===== src/rtl/alu_pkg.sv =====
// Shared definitions for the ALU arbiter: opcodes, FSM states and ALU width.
package alu_pkg;

    localparam int ALU_W = 4;

    localparam logic [1:0] OP_ADD   = 2'b00;
    localparam logic [1:0] OP_SUB   = 2'b01;
    localparam logic [1:0] OP_SHL_A = 2'b10;
    localparam logic [1:0] OP_SHL_B = 2'b11;

    typedef enum logic [1:0] {
        IDLE    = 2'd0,
        ISSUE   = 2'd1,
        CAPTURE = 2'd2,
        RESP    = 2'd3
    } state_e;

endpackage


===== src/rtl/alu_arbiter_rr_pick.sv =====
// Combinational round-robin selector: the first asserted request at or after
// ptr_i (wrapping at NREQ) wins.
module rr_pick #(
    parameter int NREQ = 4,
    parameter int IW   = $clog2(NREQ)
) (
    input  logic [NREQ-1:0] req_i,
    input  logic [IW-1:0]   ptr_i,
    output logic [NREQ-1:0] grant_o,
    output logic [IW-1:0]   idx_o,
    output logic            any_o
);

    logic [IW:0]   sum;
    logic [IW-1:0] cand;

    // Scan NREQ positions starting at ptr_i; keep the first hit only.
    always_comb begin
        grant_o = '0;
        idx_o   = '0;
        any_o   = 1'b0;
        sum     = '0;
        cand    = '0;
        for (int k = 0; k < NREQ; k++) begin
            sum = {1'b0, ptr_i} + (IW+1)'(k);
            if (sum >= (IW+1)'(NREQ)) begin
                sum = sum - (IW+1)'(NREQ);
            end
            cand = sum[IW-1:0];
            if (!any_o && req_i[cand]) begin
                any_o         = 1'b1;
                grant_o[cand] = 1'b1;
                idx_o         = cand;
            end
        end
    end

endmodule


===== src/rtl/alu_arbiter.sv =====
// Round-robin arbiter sharing one external 4-bit combinational ALU among NREQ
// requesters. One transaction in flight: accept in IDLE, hold ALU inputs in
// ISSUE, register the ALU result in CAPTURE, hand it back in RESP.
//
// Handshakes: a request transfers on a cycle where req_valid[i] and
// req_ready[i] are both high; a response transfers on a cycle where
// rsp_valid[i] and rsp_ready[i] are both high. req_ready never depends on
// anything but state, ptr and req_valid; rsp_valid never depends on rsp_ready.
module alu_arbiter
    import alu_pkg::*;
#(
    parameter int NREQ = 4,
    parameter int W    = ALU_W,
    parameter int IW   = $clog2(NREQ)
) (
    input  logic              clk,
    input  logic              rst,
    input  logic [NREQ-1:0]   req_valid,
    output logic [NREQ-1:0]   req_ready,
    input  logic [NREQ*W-1:0] req_a,
    input  logic [NREQ*W-1:0] req_b,
    input  logic [NREQ*2-1:0] req_op,
    output logic [NREQ-1:0]   rsp_valid,
    input  logic [NREQ-1:0]   rsp_ready,
    output logic [W-1:0]      rsp_result,
    output logic [W-1:0]      alu_a,
    output logic [W-1:0]      alu_b,
    output logic [1:0]        alu_op,
    input  logic [W-1:0]      alu_result,
    output logic [IW-1:0]     grant_id,
    output logic              busy,
    output logic [1:0]        state_dbg
);

    state_e        state_q, state_d;
    logic [IW-1:0] ptr_q, ptr_d;
    logic [IW-1:0] grant_q, grant_d;
    logic [W-1:0]  a_q, a_d, b_q, b_d, res_q, res_d;
    logic [1:0]    op_q, op_d;

    logic [NREQ-1:0] pick_oh;
    logic [IW-1:0]   pick_idx;
    logic            pick_any;
    logic [W-1:0]    sel_a, sel_b;
    logic [1:0]      sel_op;

    rr_pick #(.NREQ(NREQ), .IW(IW)) u_pick (
        .req_i   (req_valid),
        .ptr_i   (ptr_q),
        .grant_o (pick_oh),
        .idx_o   (pick_idx),
        .any_o   (pick_any)
    );

    // Mux the winning requester's operands out of the packed buses.
    always_comb begin
        sel_a  = '0;
        sel_b  = '0;
        sel_op = '0;
        for (int i = 0; i < NREQ; i++) begin
            if (pick_oh[i]) begin
                sel_a  = req_a[i*W +: W];
                sel_b  = req_b[i*W +: W];
                sel_op = req_op[i*2 +: 2];
            end
        end
    end

    // Next-state and handshake outputs; everything holds unless a state acts.
    always_comb begin
        state_d   = state_q;
        ptr_d     = ptr_q;
        grant_d   = grant_q;
        a_d       = a_q;
        b_d       = b_q;
        op_d      = op_q;
        res_d     = res_q;
        req_ready = '0;
        rsp_valid = '0;
        case (state_q)
            IDLE: begin
                if (pick_any) begin
                    req_ready = pick_oh;
                    a_d       = sel_a;
                    b_d       = sel_b;
                    op_d      = sel_op;
                    grant_d   = pick_idx;
                    state_d   = ISSUE;
                end
            end
            ISSUE: begin
                state_d = CAPTURE;
            end
            CAPTURE: begin
                res_d   = alu_result;
                state_d = RESP;
            end
            RESP: begin
                rsp_valid[grant_q] = 1'b1;
                if (rsp_ready[grant_q]) begin
                    // Pointer moves only on completion, to the requester after the winner.
                    ptr_d   = (grant_q == IW'(NREQ-1)) ? '0 : grant_q + IW'(1);
                    state_d = IDLE;
                end
            end
            default: begin
                state_d = IDLE;
            end
        endcase
        // Nothing is offered or returned while reset is applied.
        if (rst) begin
            req_ready = '0;
            rsp_valid = '0;
        end
    end

    // State and datapath registers; reset drops any in-flight operation.
    always_ff @(posedge clk) begin
        if (rst) begin
            state_q <= IDLE;
            ptr_q   <= '0;
            grant_q <= '0;
            a_q     <= '0;
            b_q     <= '0;
            op_q    <= '0;
            res_q   <= '0;
        end else begin
            state_q <= state_d;
            ptr_q   <= ptr_d;
            grant_q <= grant_d;
            a_q     <= a_d;
            b_q     <= b_d;
            op_q    <= op_d;
            res_q   <= res_d;
        end
    end

    assign alu_a      = a_q;
    assign alu_b      = b_q;
    assign alu_op     = op_q;
    assign rsp_result = res_q;
    assign grant_id   = grant_q;
    assign busy       = (state_q != IDLE);
    assign state_dbg  = state_q;

endmodule


===== config.mk =====
export PLATFORM = sky130hd
export DESIGN_NAME = alu_arbiter
export DESIGN_NICKNAME = d
export VERILOG_FILES = /design/src/rtl/alu_pkg.sv /design/src/rtl/alu_arbiter_rr_pick.sv /design/src/rtl/alu_arbiter.sv
export SDC_FILE = /design/constraint.sdc
export NUM_CORES = 1
export LEC_CHECK = 0
export CAP_MARGIN = 20
export CELL_PAD_IN_SITES_DETAIL_PLACEMENT = 2
export CELL_PAD_IN_SITES_GLOBAL_PLACEMENT = 2
export CORE_MARGIN = 4
export CORE_UTILIZATION = 27
export CTS_BUF_LIST = sky130_fd_sc_hd__clkbuf_16
export CTS_CLUSTER_SIZE = 16
export DETAILED_ROUTE_END_ITERATION = 16
export PLACE_DENSITY = 0.81
export SYNTH_ARGS = -nofsm -noshare
export SYNTH_HDL_FRONTEND = slang
export SYNTH_SLANG_ARGS = --single-unit
export TNS_END_PERCENT = 100

===== constraint.sdc =====
create_clock -name clk -period 5.1 [get_ports clk]
set_input_delay 1.02 -clock clk [delete_from_list [all_inputs] [get_ports clk]]
set_output_delay 1.02 -clock clk [all_outputs]
set_load 0.01 [all_outputs]

==> run summary, run 1 <==
Hold is met by 500 ps. After the first detailed-routing iteration, the DRC count stood at 113. In this run the vertical extent of the chip is 100 µm. Path type of the worst setup path: in -> out. After synthesis, the most frequently instantiated cells are nor2_1, dfxtp_1, inv_1.

The detailed router placed 2277 vias in this run. At the worst endpoint, the required time is 4080 ps. Counting every sink on the clock net gives 20.

The share of the synthesized area in compound gates (AO/OA/AOI/OAI) is 0.396. Adding up every negative setup slack in the final design gives 0 ps. The logs give 0.165 mV for the largest voltage drop on the vdd net and 0.176 for the overall routing resource usage. The share of the synthesized area in the top cell type came out at 0.174. Row generation in the floorplan step produced 33 rows.

The static leakage was 1.17 nW. The final number of max-transition violations is 0. Counting flops with a built-in enable in the synthesized netlist gives 0.

The number of gates resized after CTS was 0. The core region is 8260 µm². By area, the combinational part of the netlist is dominated by compound AO/OA/AOI/OAI gates.

The cell sitting at the root of the clock tree is a clkbuf_16. After technology mapping, the gate count stands at 245. The post-CTS clock slew at the launch and capture registers of the worst setup and hold paths is 60 ps, and the via count of the first global-routing pass is 2587.

The post-synthesis area per instance came out at 9.41 µm². The cell family contributing the most delay on the critical path is buffers and inverters. The initial antenna violation count is 0. Entering global routing, the biggest net connects 19 pins.

The detail-routed net length per standard cell is 20.5 µm, and the post-route clock period utilization is 0.925. The global-route wire length before repair was 14.0 mm. Buffers inserted to repair hold after CTS numbered 0.

Along the worst path, the maximum fanout reaches 11. Standard cell with the maximum stage delay on the critical path: mux4_2. The proportion of layout cells with a drive suffix above 1 is 0.194, and the arithmetic-cell share of the synthesized area counting full adders, half adders and majority gates is 0.0814. For the number of diodes added for antenna fixing, the log shows 0. The count of nets left with antenna violations once routing finished came out at 0. For this run, the slowest stage of the critical path takes 630 ps.

Wires add up to 8.78 mm. The count of state elements after synthesis is 20, and the worst-skew pair later-pin latency is 260 ps. The number of filler cells placed in the layout is 920, and the residual DRC count is 0.

Starting utilization of the core area: 0.279. The post-layout utilization of the core is 0.404. Flip-flop cell with the highest count after synthesis: dfxtp_1. The first TritonRoute pass finished after 4 iterations. TritonCTS built the clock tree.

The number of failing hold endpoints at the final stage came out at 0. In this run the post-CTS setup repair buffer count came out at 0. dfxtp_1 takes more of the synthesized area than any other cell.

STA classifies the critical path endpoint as an output port. The final-stage net count was 394; the number of buffers on the longest clock path was 2. The multi-input combinational cells in the finished layout cover a total of 1710 µm².

Setup repair after global routing left no endpoint under its margin. The startpoint type of the worst setup path was an input pin. The async set-or-reset flop fraction in the synthesized netlist was 0; the number of endpoints failing setup at the final stage was 0. The number of port buffers works out to 80. The path class of the tightest hold or removal check is reg -> reg. The congestion estimate from routability-driven global placement came to 0.801.

The post-synthesis net count was 314. The run gives 81 as the I/O pin count. The synthesized-area fraction occupied by xor and xnor cells works out to 0.

For this design the ratio of total power to cell area is 341 nW/µm². The run gives 6.81 mm as the final HPWL from detailed placement. Walking the worst path, the cells encountered are clkdlybuf4s50_1 -> mux4_2 -> or3_1 -> a211oi_1 -> nor4_2 -> nor2_1 -> clkdlybuf4s50_1. In this run the horizontal extent of the chip is 100 µm. The netlist area before placement was 2310 µm². The total overflow left after global routing is 0. Yosys instantiated no cell more often than nor2_1. Synthesized-area fraction occupied by and/or/nand/nor cells: 0.170. The clock buffer count from CTS is 3. The slew at the pin with the worst max-slew slack is 1000 ps, and the signed area change from the synthesized netlist to the final layout is 44.7%. The worst slack at placement is 405 ps, and the sum of buffers and inverters on the critical path is 2. The mux cell area share after synthesis is 0.0922, and the post-layout worst setup margin is 382 ps. Maximum level of the CTS H-tree: 1. The endpoint arrival time on the critical path is 3700 ps.

In the post-synthesis netlist, the biggest area contributors are dfxtp_1, a2111oi_4, ha_1. Counting stages on the worst path, the most repeated cell is clkdlybuf4s50_1. The area taken by flip-flops and latches is 400 µm².

Reported max-cap violation count: 0. Subtracting the final worst setup slack from the clock period gives 4720 ps. For the count of yosys warnings during synthesis, the log shows 0. The headroom to the max-slew limit was 0.329. In this run, distinct cell masters in the synthesized netlist total 52. The sequential fraction of the synthesis area was 0.174.

The maximum clock frequency is 212 MHz, and the die area is 10100 µm². The flow ran to the end, and the final reports show no timing, DRC or antenna violations. Using the TritonRoute via totals, the vias-per-cell ratio works out to 5.31.

Setup skew after layout: 7.29 ps.
==> routing by layer <==
| metal | GRT usage | routed length [µm] |
|---|---|---|
| met3 | 0.0285 | 395 |
| met4 | 0.0332 | 90 |
| met2 | 0.342 | 4770 |
| met1 | 0.200 | 3530 |
| met5 | 0 | 0 |
==> final timing paths <==
kind | to | slack [ps] | cells after the start | startpoint
setup / recovery | req_ready[2] | 380 | 7 | req_valid[3]
hold / removal | rsp_result[0] | 500 | 2 | rsp_result[0]
setup reg to reg | alu_b[2] | 1840 | 9 | ptr_q[1]
hold reg to reg | rsp_result[0] | 500 | 2 | rsp_result[0]
==> kinds of logic after synthesis <==
family | count (synthesis)
AND/OR/NAND/NOR | 71
adder cells (fa/ha/maj) | 15
multiplexers | 16
AO/OA/AOI/OAI | 83
flip-flops | 20
buffers and inverters | 40
==> where the power goes <==
group | internal [mW] | switching, mW
Combinational | 0.324 | 0.343
Clock | 0.156 | 0.0672
Sequential | 0.204 | 0.0444
Total | 0.683 | 0.455
==> layout make-up <==
| class | instances | area share |
|---|---|---|
| timing repair buffer | 95 | 0.274 |
| clock buffer | 3 | 0.0225 |
| tap | 105 | 0.0394 |
| inverter | 20 | 0.0225 |
| clock inverter | 1 | 0.00900 |
| multi-input combinational | 185 | 0.513 |
| sequential | 20 | 0.120 |
==> tightest hold or removal path, cell delays in order (launching register included) <==
cell     delay (ps)
dfxtp_1         330
mux2i_1          70
nor2_1           70
==> per-stage QoR <==
stage                     std cells  cell area (µm²)  total power [mW]
final                           429             3340              1.14
after CTS                       429             3340              1.16
after global placement          425             3230             0.893
after floorplan                 245             2310             0.656
after global routing            429             3340              1.22
after detailed placement        425             3230             0.923
==> sequential cells by signal, indices dropped and copies added (netlist names) <==
signal and flops:
alu_a 4, state_dbg 2, alu_op 2, grant_id 2
ptr_q 2, rsp_result 4, alu_b 4
==> placed cells by master (no fill, tap or decap), types with 2 or more instances in the layout <==
| cell type | instances |
|---|---|
| mux4_2 | 4 |
| or3b_1 | 2 |
| dfxtp_1 | 20 |
| clkdlybuf4s50_1 | 80 |
| o21a_1 | 3 |
| buf_4 | 15 |
| nor3_1 | 2 |
| mux2i_1 | 10 |
| nor2_1 | 24 |
| nor2b_1 | 5 |
| o221ai_1 | 11 |
| nand3b_1 | 2 |
| a211oi_1 | 4 |
| inv_1 | 20 |
| a21oi_1 | 8 |
| o21ai_0 | 10 |
| o21ai_1 | 5 |
| a211oi_2 | 10 |
| nand4_1 | 2 |
| a2111oi_4 | 10 |
| clkbuf_16 | 3 |
| nand2_1 | 5 |
| o21ai_2 | 2 |
| a22oi_2 | 10 |
| ha_1 | 15 |
| or3_1 | 3 |
| and2_1 | 15 |
| nor3b_1 | 2 |
Power figures use the tool's default switching activity.
==> inputs of run 2 (changes only) <==
--- a/config.mk
+++ b/config.mk
@@ -14,6 +14,7 @@
 export CTS_CLUSTER_SIZE = 16
 export DETAILED_ROUTE_END_ITERATION = 16
 export PLACE_DENSITY = 0.81
+export SETUP_SLACK_MARGIN = 0.3
 export SYNTH_ARGS = -nofsm -noshare
 export SYNTH_HDL_FRONTEND = slang
 export SYNTH_SLANG_ARGS = --single-unit
==> run summary, run 2 (synthesis gave the netlist of run 1 again) <==
In the final design database the tool counted 396 nets. Measured along the x axis, the die boundary spans 100 µm. The number of clock buffers added by TritonCTS is 3. The overall routing resource usage is 0.176, and the number of failing hold endpoints at the final stage is 0. The number of buffers on the longest clock path was 2; the part of the total power dissipated in combinational logic was 0.587. In this run the power density over the cells is 341 nW/µm². The library cell used most frequently in the layout, excluding fill and tap cells, is clkdlybuf4s50_1. The post-CTS clock slew at the launch and capture registers of the worst setup and hold paths was 60 ps.

The tools report the type of destination of the critical path as an output port. The weighted congestion at the end of routability-driven global placement was 0.801. The run finished with clean final reports. The slew at the pin with the worst max-slew slack came out at 993 ps. Final hold slack: 500 ps.

For this design the total switching power over the nets is 455 µW. Final total negative setup slack: 0 ps. Setup repair after global routing left no endpoint under its margin. The setup path with the least slack is of type in -> out.

Summed over all cells, the static leakage comes to 1.18 nW. The data required time of the critical path is 4080 ps, and the core area is 8260 µm². TritonCTS built the clock tree.

For this run, the top clock speed supported by timing is 213 MHz. The detailed router placed 2290 vias in this run. From synthesis to final layout, the design area changed by 45.3%. Net switching fraction of the power: 0.398. Setup violations remaining at the end of the flow were counted as 0. The run gives 0 as the post-CTS setup buffer count. Using the TritonRoute via totals, the vias-per-cell ratio works out to 5.31. The worst-case IR drop observed on VDD is 0.165 mV. The tools report the pin count of the biggest net entering global routing as 19. STA classifies the critical path startpoint as an input pin.

The worst slack at placement is 405 ps, and the reported max-cap violation count is 0. Post-CTS repair changed the size of 0 cells. Across all setup checks in the final design, the least slack found is 415 ps. The vertical die dimension is 100 µm.

The sequential share of power was 0.217; the setup skew after layout was 7.45 ps. After legalization and detailed placement, the total HPWL measured 6.81 mm. For this design, the CTS-stage hold fixing added 0 buffers.

The run gives 3230 µm² as the post-place instance area. The first global-routing pass estimated 14.0 mm of wire. The fraction of power consumed by the clock network is 0.195. In this run the worst hold path is classified as reg -> reg. In this run the clock root is driven by a clkbuf_16.

At the later pin of the worst-skew pair, clock insertion delay measures 260 ps. The clock net in this run drives a total of 20 sinks. The repair_antennas step left the layout with diodes totalling 0.

The top cell types in the final layout, fill and taps aside, are clkdlybuf4s50_1, nor2_1, inv_1, dfxtp_1, buf_4. The initial antenna violation count was 0; the maximum level of the CTS H-tree was 1. In this run the remaining antenna-violating nets after routing total 0.

I/O pin count: 81. The run gives 0.335 as the headroom to the max-slew limit. The pre-antenna-repair detailed-routing pass consisted of 4 iterations. After global routing the overflow that remains totals 0. The detail-routed net length per standard cell was 20.5 µm.

The die area was 10100 µm². The number of port buffers is 80. The post-route clock period utilization was 0.919; the residual DRC count was 0.

The run gives 0.279 as the starting utilization of the core area. Row generation in the floorplan step produced 33 rows. The maximum fanout count along the critical path was 9. The via count of the first global-routing pass is 2587, and the final design instance area without fill is 3350 µm². The internal power consumption was 687 µW. The worst path needs 4690 ps of the cycle, external delays included.

The final layout contains routed wiring with a total length of 8.82 mm. The violation count after the first detailed-routing iteration was 103; the final number of max-transition violations was 0. The filler cells instantiated in the layout total 919. For the worst setup path, the data arrival time is 3670 ps.

The completed layout was analyzed and its total power is 1.14 mW. The proportion of layout cells with a drive suffix above 1 was 0.199.
[run 2: changes by cell type in the layout (fill, tap and decap cells not counted), sizes merged]
cell / change
buf: +2
[run 2: per-layer routing]
layer / global-route usage / share of wire / vias to the layer above / wire, µm
li1: - / - / 1076 / -
met1: 0.200 / 0.40 / 1131 / 3480
met2: 0.342 / 0.55 / 75 / 4820
met3: 0.0285 / 0.047 / 8 / 412
met4: 0.0332 / 0.010 / 0 / 92
met5: 0 / 0 / - / 0
[run 2: cell type report]
| class | count | area, µm² | area share |
|---|---|---|---|
| sequential | 20 | 400 | 0.119 |
| tap | 105 | 131 | 0.0392 |
| clock inverter | 1 | 30.0 | 0.00896 |
| clock buffer | 3 | 75.1 | 0.0224 |
| inverter | 20 | 75.1 | 0.0224 |
| timing repair buffer | 97 | 928 | 0.277 |
| multi-input combinational | 185 | 1710 | 0.510 |
[run 2: power groups by stage]
stage          Combinational (mW)  Sequential, mW  Clock (mW)
6_report                    0.670           0.248       0.223
3_5_place_dp                0.671           0.252           0
4_1_cts                     0.678           0.249       0.228
2_1_floorplan               0.393           0.263           0
3_3_place_gp                0.646           0.247           0
5_1_grt                     0.728           0.257       0.237
[run 2: critical path, stage by stage]
cell,delay [ps]
clkdlybuf4s50_1,500
mux4_2,610
or3_1,340
a211oi_1,350
nor4_2,110
nor2_1,140
clkdlybuf4s50_1,580
[run 2: per-stage QoR]
step           instances  utilization
6_report             431        0.406
5_1_grt              431        0.406
4_1_cts              429        0.404
3_5_place_dp         425        0.391
3_3_place_gp         425        0.391
2_1_floorplan        245            -
[run 2: path summary, 6_finish.rpt]
check	startpoint	endpoint	slack [ps]	cells after the start
max reg2reg	ptr_q[1]	alu_b[2]	1860	9
min	rsp_result[0]	rsp_result[0]	500	2
max	req_valid[3]	req_ready[2]	410	7
min reg2reg	rsp_result[0]	rsp_result[0]	500	2
